[src/rtl/logic_gate_pipe.sv]
// Two-stage valid/ready pipeline applying a selectable bitwise gate to a and b.
// Stage 1 captures the operands and the operation; stage 2 holds the registered result.
module logic_gate_pipe #(
   parameter int WIDTH = 8,
   parameter int CNT_W = 16
) (
   input  logic             clk,
   input  logic             rst,
   input  logic             in_valid,
   output logic             in_ready,
   input  logic [WIDTH-1:0] a,
   input  logic [WIDTH-1:0] b,
   input  logic [2:0]       op,
   output logic             out_valid,
   input  logic             out_ready,
   output logic [WIDTH-1:0] out,
   output logic             out_all1,
   output logic             out_zero,
   output logic [CNT_W-1:0] count
);

   typedef enum logic [2:0] {
      OP_AND   = 3'd0,
      OP_OR    = 3'd1,
      OP_XOR   = 3'd2,
      OP_NAND  = 3'd3,
      OP_NOR   = 3'd4,
      OP_XNOR  = 3'd5,
      OP_ANDN  = 3'd6,
      OP_PASSA = 3'd7
   } op_e;

   logic             s1_valid;
   logic [WIDTH-1:0] s1_a;
   logic [WIDTH-1:0] s1_b;
   op_e              s1_op;
   logic             s2_valid;
   logic [WIDTH-1:0] res;
   logic             out_fire;
   logic             in_fire;
   logic             s2_load;

   assign out_fire  = s2_valid && out_ready;
   assign s2_load   = s1_valid && (!s2_valid || out_fire);
   // Ready looks ahead through stage 1 so a full pipe still streams one per cycle.
   assign in_ready  = !rst && (!s1_valid || s2_load);
   assign in_fire   = in_valid && in_ready;
   assign out_valid = s2_valid;

   always_comb begin
      res = '0;
      unique case (s1_op)
         OP_AND:   res = s1_a & s1_b;
         OP_OR:    res = s1_a | s1_b;
         OP_XOR:   res = s1_a ^ s1_b;
         OP_NAND:  res = ~(s1_a & s1_b);
         OP_NOR:   res = ~(s1_a | s1_b);
         OP_XNOR:  res = ~(s1_a ^ s1_b);
         OP_ANDN:  res = s1_a & ~s1_b;
         OP_PASSA: res = s1_a;
         default:  res = '0;
      endcase
   end

   always_ff @(posedge clk or posedge rst) begin
      if (rst) begin
         s1_valid <= 1'b0;
         s1_a     <= '0;
         s1_b     <= '0;
         s1_op    <= OP_AND;
      end else begin
         if (in_fire) begin
            s1_valid <= 1'b1;
            s1_a     <= a;
            s1_b     <= b;
            s1_op    <= op_e'(op);
         end else if (s2_load) begin
            s1_valid <= 1'b0;
         end
      end
   end

   always_ff @(posedge clk or posedge rst) begin
      if (rst) begin
         s2_valid <= 1'b0;
         out      <= '0;
         out_all1 <= 1'b0;
         out_zero <= 1'b0;
      end else begin
         if (s2_load) begin
            s2_valid <= 1'b1;
            out      <= res;
            out_all1 <= &res;
            out_zero <= (res == '0);
         end else if (out_fire) begin
            s2_valid <= 1'b0;
         end
      end
   end

   always_ff @(posedge clk or posedge rst) begin
      if (rst) begin
         count <= '0;
      end else if (out_fire && (count != '1)) begin
         count <= count + CNT_W'(1);
      end
   end

endmodule
[config.mk]
export PLATFORM = sky130hd
export DESIGN_NAME = logic_gate_pipe
export DESIGN_NICKNAME = d
export VERILOG_FILES = /design/src/rtl/logic_gate_pipe.sv
export SDC_FILE = /design/constraint.sdc
export NUM_CORES = 1
export LEC_CHECK = 0
export CAP_MARGIN = 20
export CORE_ASPECT_RATIO = 1.5
export CORE_UTILIZATION = 40
export DETAILED_ROUTE_END_ITERATION = 8
export DONT_BUFFER_PORTS = 1
export GPL_TIMING_DRIVEN = 0
export SLEW_MARGIN = 5
export SYNTH_ARGS = -nofsm -noshare
export SYNTH_HDL_FRONTEND = slang
export SYNTH_SLANG_ARGS = --single-unit
[constraint.sdc]
create_clock -name clk -period 5.4 [get_ports clk]
set_input_delay 0 -clock clk [delete_from_list [all_inputs] [get_ports clk]]
set_output_delay 0 -clock clk [all_outputs]
set_load 0.02 [all_outputs]
======== Yosys cells after proc, flatten, opt, wreduce, memory -nomap -nowiden ========
Index checks and enable logic that the tools add are counted.
operators by class
  $add $sub $neg .......................... 1
  equality and inequality tests ........... 8
  multiplexer cells ....................... 5
  bitwise gates (word level) .............. 8
  reductions and logical operators ........ 15
operator list
  cell                   number
  $pmux 8 s8             1
  $not 8->8              4
  $add 16x1->16 const B  1
  $and 8x8->8            2
  $ne 16x16->1 const B   1
  $eq 3x3->1 const B     4
  $logic_not 8->1        1
  $or 8x8->8             1
  $reduce_and 8->1       1
  $xor 8x8->8            1
  $eq 3x2->1 const B     2
  $logic_and 1x1->1      5
  $mux 1                 4
  $reduce_bool 2->1      2
  $eq 3x1->1 const B     1
  $logic_not 1->1        3
  $logic_not 3->1        1
  $logic_or 1x1->1       2
word-level totals
  flip-flop bits (word level) ............. 47
  output and inout port bits .............. 28

======== Logic depth before layout (Yosys ltp) ========
  depth after elaboration ................. 7
  depth in mapped cells ................... 9
  mapped depth without buffers ............ 8

======== Worst setup path after synthesis ========
Ideal clock, no wire load.
  kind .................................... register to register
  start point ............................. register count[4]
  end point ............................... register count[6]
  library setup time ...................... 0.132 ns
  arrival ................................. 2.006 ns
  data required time ...................... 5.268 ns
  path slack .............................. 3.262 ns
  stages on the path, launching flop included .. 9
  clock period less this slack ............ 2.138 ns
  cells stage by stage .................... dfrtp_1 and4_4 nand4_4 o311a_1 buf_6 and3_4 buf_6 and3_1 xor2_1
on the way
  cells in the longest elaborated chain, start to end .. 2
RTL lines
  what                                                   RTL line  RTL
  from (decl)                                            19        output logic [CNT_W-1:0] count
  from (signal assigned)                                 105       count <= count + CNT_W'(1);
  branches (longest 2 deep; another with $add 16x1->16)  n/a
Parallel ways; which one is timed is not known.
A chain may end at the register's enable or synchronous reset.

======== Worst setup path after layout ========
Ends and elaborated chain as after synthesis.

==> results.ini <==
[status]
status=finished with violations
violations=DRC

[clocking]
clk_pin_slew_ns=0.09
ctsResizeCount=0
cts_sinks=47
root_buffer=clkbuf_8
cts_tree=done
cts_made_buffers=5
cts_max_path_buffers=2
htreeDepth=2
clock_latency_ns=0.30

[critical_path]
startpoint_type=flip-flop
crit_top_cell=buf_6
crit_type=reg -> reg
slowest_delay_ns=0.54
cp-end-kind=flip-flop
crit_chain=and4_4, nand4_4, o311a_1, buf_6, and3_4, buf_6, and3_1, xor2_1
crit_arrival_ns=2.45
r2r_slack_ns=3.13
crit_path_start=count[4]
crit_fanout=8
critPathSlowestCell=dfrtp_1
rr_startpoint=count[4]
crit_required_ns=5.58

[yosys]
syn_inst=260
synth_seq_area_share_pct=41.2
syn_nets=308
syn_area_sq_um=2860
synth-edff-count=0
syn_avg_cell_area_sq_um=11.0
synth_seq_cells=47
synth.distinct_cells=51
ys_warn_count=0
synthArstFlopShare_pct=100
yosys-top-cells-area=dfrtp_1 (41%), mux2_2 (11%), ha_1 (11%)
ys.flop_type=dfrtp_1
synth_area_leader_cell=dfrtp_1
synth_top_area_share_pct=41.2

[timing]
fmax_ghz=0.441
slew_headroom_pct=57.6
setup_ws_ns=3.13
skew_ns=0.00959
tns_ns=0
rsz0062_at_grt=no
hold_viol=0
fin_crit_sh_pct=42.0
finalMaxSlewViolations=0
finalSetupViolations=0
min_period_ns=2.27
holdWs_ns=0.0833
tightestPinTransition_ns=0.635

[global_route]
antenna_found_initial=0
grt_pass1_wl_mm=9.89
grt_max_degree=32
track_usage_pct=16.6
grt_pass1_vias=2154
grt.overflow.total=0

[layout]
fin_cells=368
drive_above_1_share_pct=19.0
fin_nets=337
diodes=0
fill_cells=649
area_growth_pct=14.9

[route]
wirelength_mm=5.74
drc=5
avgViaCountPerCell=5.46
ant_nets=0
firstDrtPassIters=8
vias=2009
drt-initial-drc-count=53
post_drt_wl_per_cell_um=15.6

[floorplanning]
num_io_pins=51
core_region_area_sq_um=6900
die-area_sq_um=7490
die_w_um=71.0
start_util_pct=41.4
die_y_um=106
std_cell_rows=37

[placed_design]
dp.cells=339
place.gp.congestion=0.848
port_buffers=0
dp_hpwl_mm=4.43
pre_cts_ws_ns=3.13

[pwr]
power.density_nw_per_um2=348
total_power_mw=1.14
p_leak_nw=1.50
vdd.ir_drop.worst_mv=0.226

[hold_path]
hp-start=out_ready
hp-class=in -> reg

[run]
drv_cap=0

-- area by class of cell --
class	instances	area, sq um	area share, %
Inverter	20	75.1	2.29
Sequential cell	47	1180	35.8
Multi-Input combinational cell	180	1540	46.7
Tap cell	78	97.6	2.97
Clock buffer	6	82.6	2.51
Timing Repair Buffer	22	230	7.01
Clock inverter	2	16.3	0.495
Buffer	13	71.3	2.17
-- flip-flops by register name (all words and copies together) (netlist names) --
register / cells
count: 16
out: 8
out_all1: 1
out_valid: 1
out_zero: 1
s1_a: 8
s1_b: 8
s1_op: 3
s1_valid: 1
-- final timing paths --
kind	to	cells after the start
hold / removal	count[0]	3
setup reg to reg	count[6]	8
min in group asynchronous	s1_b[5]	2
hold reg to reg	s1_valid	2
max in group asynchronous	s1_b[3]	3
setup / recovery	count[6]	8
-- routing by layer --
layer	vias to the layer above	share of wire (%)	track usage, %
li1	975	-	-
met1	969	39	18.8
met2	57	55	30.6
met3	8	4.7	3.73
met4	0	1.5	4.86
met5	-	0	0
-- cells by family (layout without fill, tap and decap cells) --
| logic type | after synthesis | count (layout) | synth area share (%) |
|---|---|---|---|
| AND/OR/NAND/NOR | 68 | 68 | 13.6 |
| AO/OA/AOI/OAI | 33 | 33 | 8.41 |
| multiplexers | 39 | 39 | 16.2 |
| XOR/XNOR | 15 | 15 | 4.60 |
| flip-flops | 47 | 47 | 41.2 |
| adder cells (fa/ha/maj) | 25 | 25 | 10.9 |
| buffers and inverters | 33 | 63 | 5.12 |
-- synth_stat cells, types with 2 or more instances --
| cell | n |
|---|---|
| mux2i_1 | 8 |
| mux4_2 | 3 |
| inv_1 | 19 |
| and3_1 | 2 |
| a22o_1 | 3 |
| o21a_1 | 2 |
| o31ai_1 | 2 |
| xor2_1 | 5 |
| dfrtp_1 | 47 |
| nand2_1 | 20 |
| ha_1 | 25 |
| buf_6 | 2 |
| nor2_1 | 4 |
| a211oi_1 | 4 |
| o22ai_1 | 4 |
| nor3b_1 | 2 |
| nand3_1 | 8 |
| mux2_2 | 28 |
| nand2b_1 | 5 |
| o21ai_0 | 4 |
| clkbuf_1 | 6 |
| a21oi_1 | 4 |
| xnor2_1 | 10 |
| buf_2 | 3 |
| nand4_1 | 5 |
| nor3_1 | 4 |
| nor2b_1 | 7 |
-- repair_timing --
item	4_1_cts	5_1_grt
setup buffers	0	0
hold buffers	21	0
hold endpoints to repair	68	0
-- through the flow --
stage / utilization (%) / cell area (sq um)
final: 47.6 / 3280
after global routing: 47.6 / 3280
after CTS: 47.6 / 3280
after detailed placement: 43.1 / 2980
after global placement: 42.8 / 2960
after floorplan: - / 2860
-- power by group --
part           switching, mW  internal [mW]  leakage, nW  total (mW)
Sequential             0.132          0.424        0.588       0.556
Clock                  0.123          0.105       0.0474       0.228
Combinational          0.177          0.182        0.866       0.360
Total                  0.433          0.711         1.50        1.14
-- cell usage in the layout (no fill, tap or decap), drive strengths merged, types with 8 or more instances in the layout --
cell type    count
buf              8
mux2            28
clkbuf          12
mux2i            8
dfrtp           47
ha              25
inv             20
nand3            8
dlygate4sd3     21
xnor2           10
nand2           20
-- critical path: cells and delay by family (launching register included) --
family / cells / cell delay, ns
compound gates: 1 / 0.40
xor+xnor: 1 / 0.14
buf+inv: 2 / 0.26
flops: 1 / 0.54
simple gates: 4 / 0.81
Note: power is estimated with default switching activity, not from simulation.
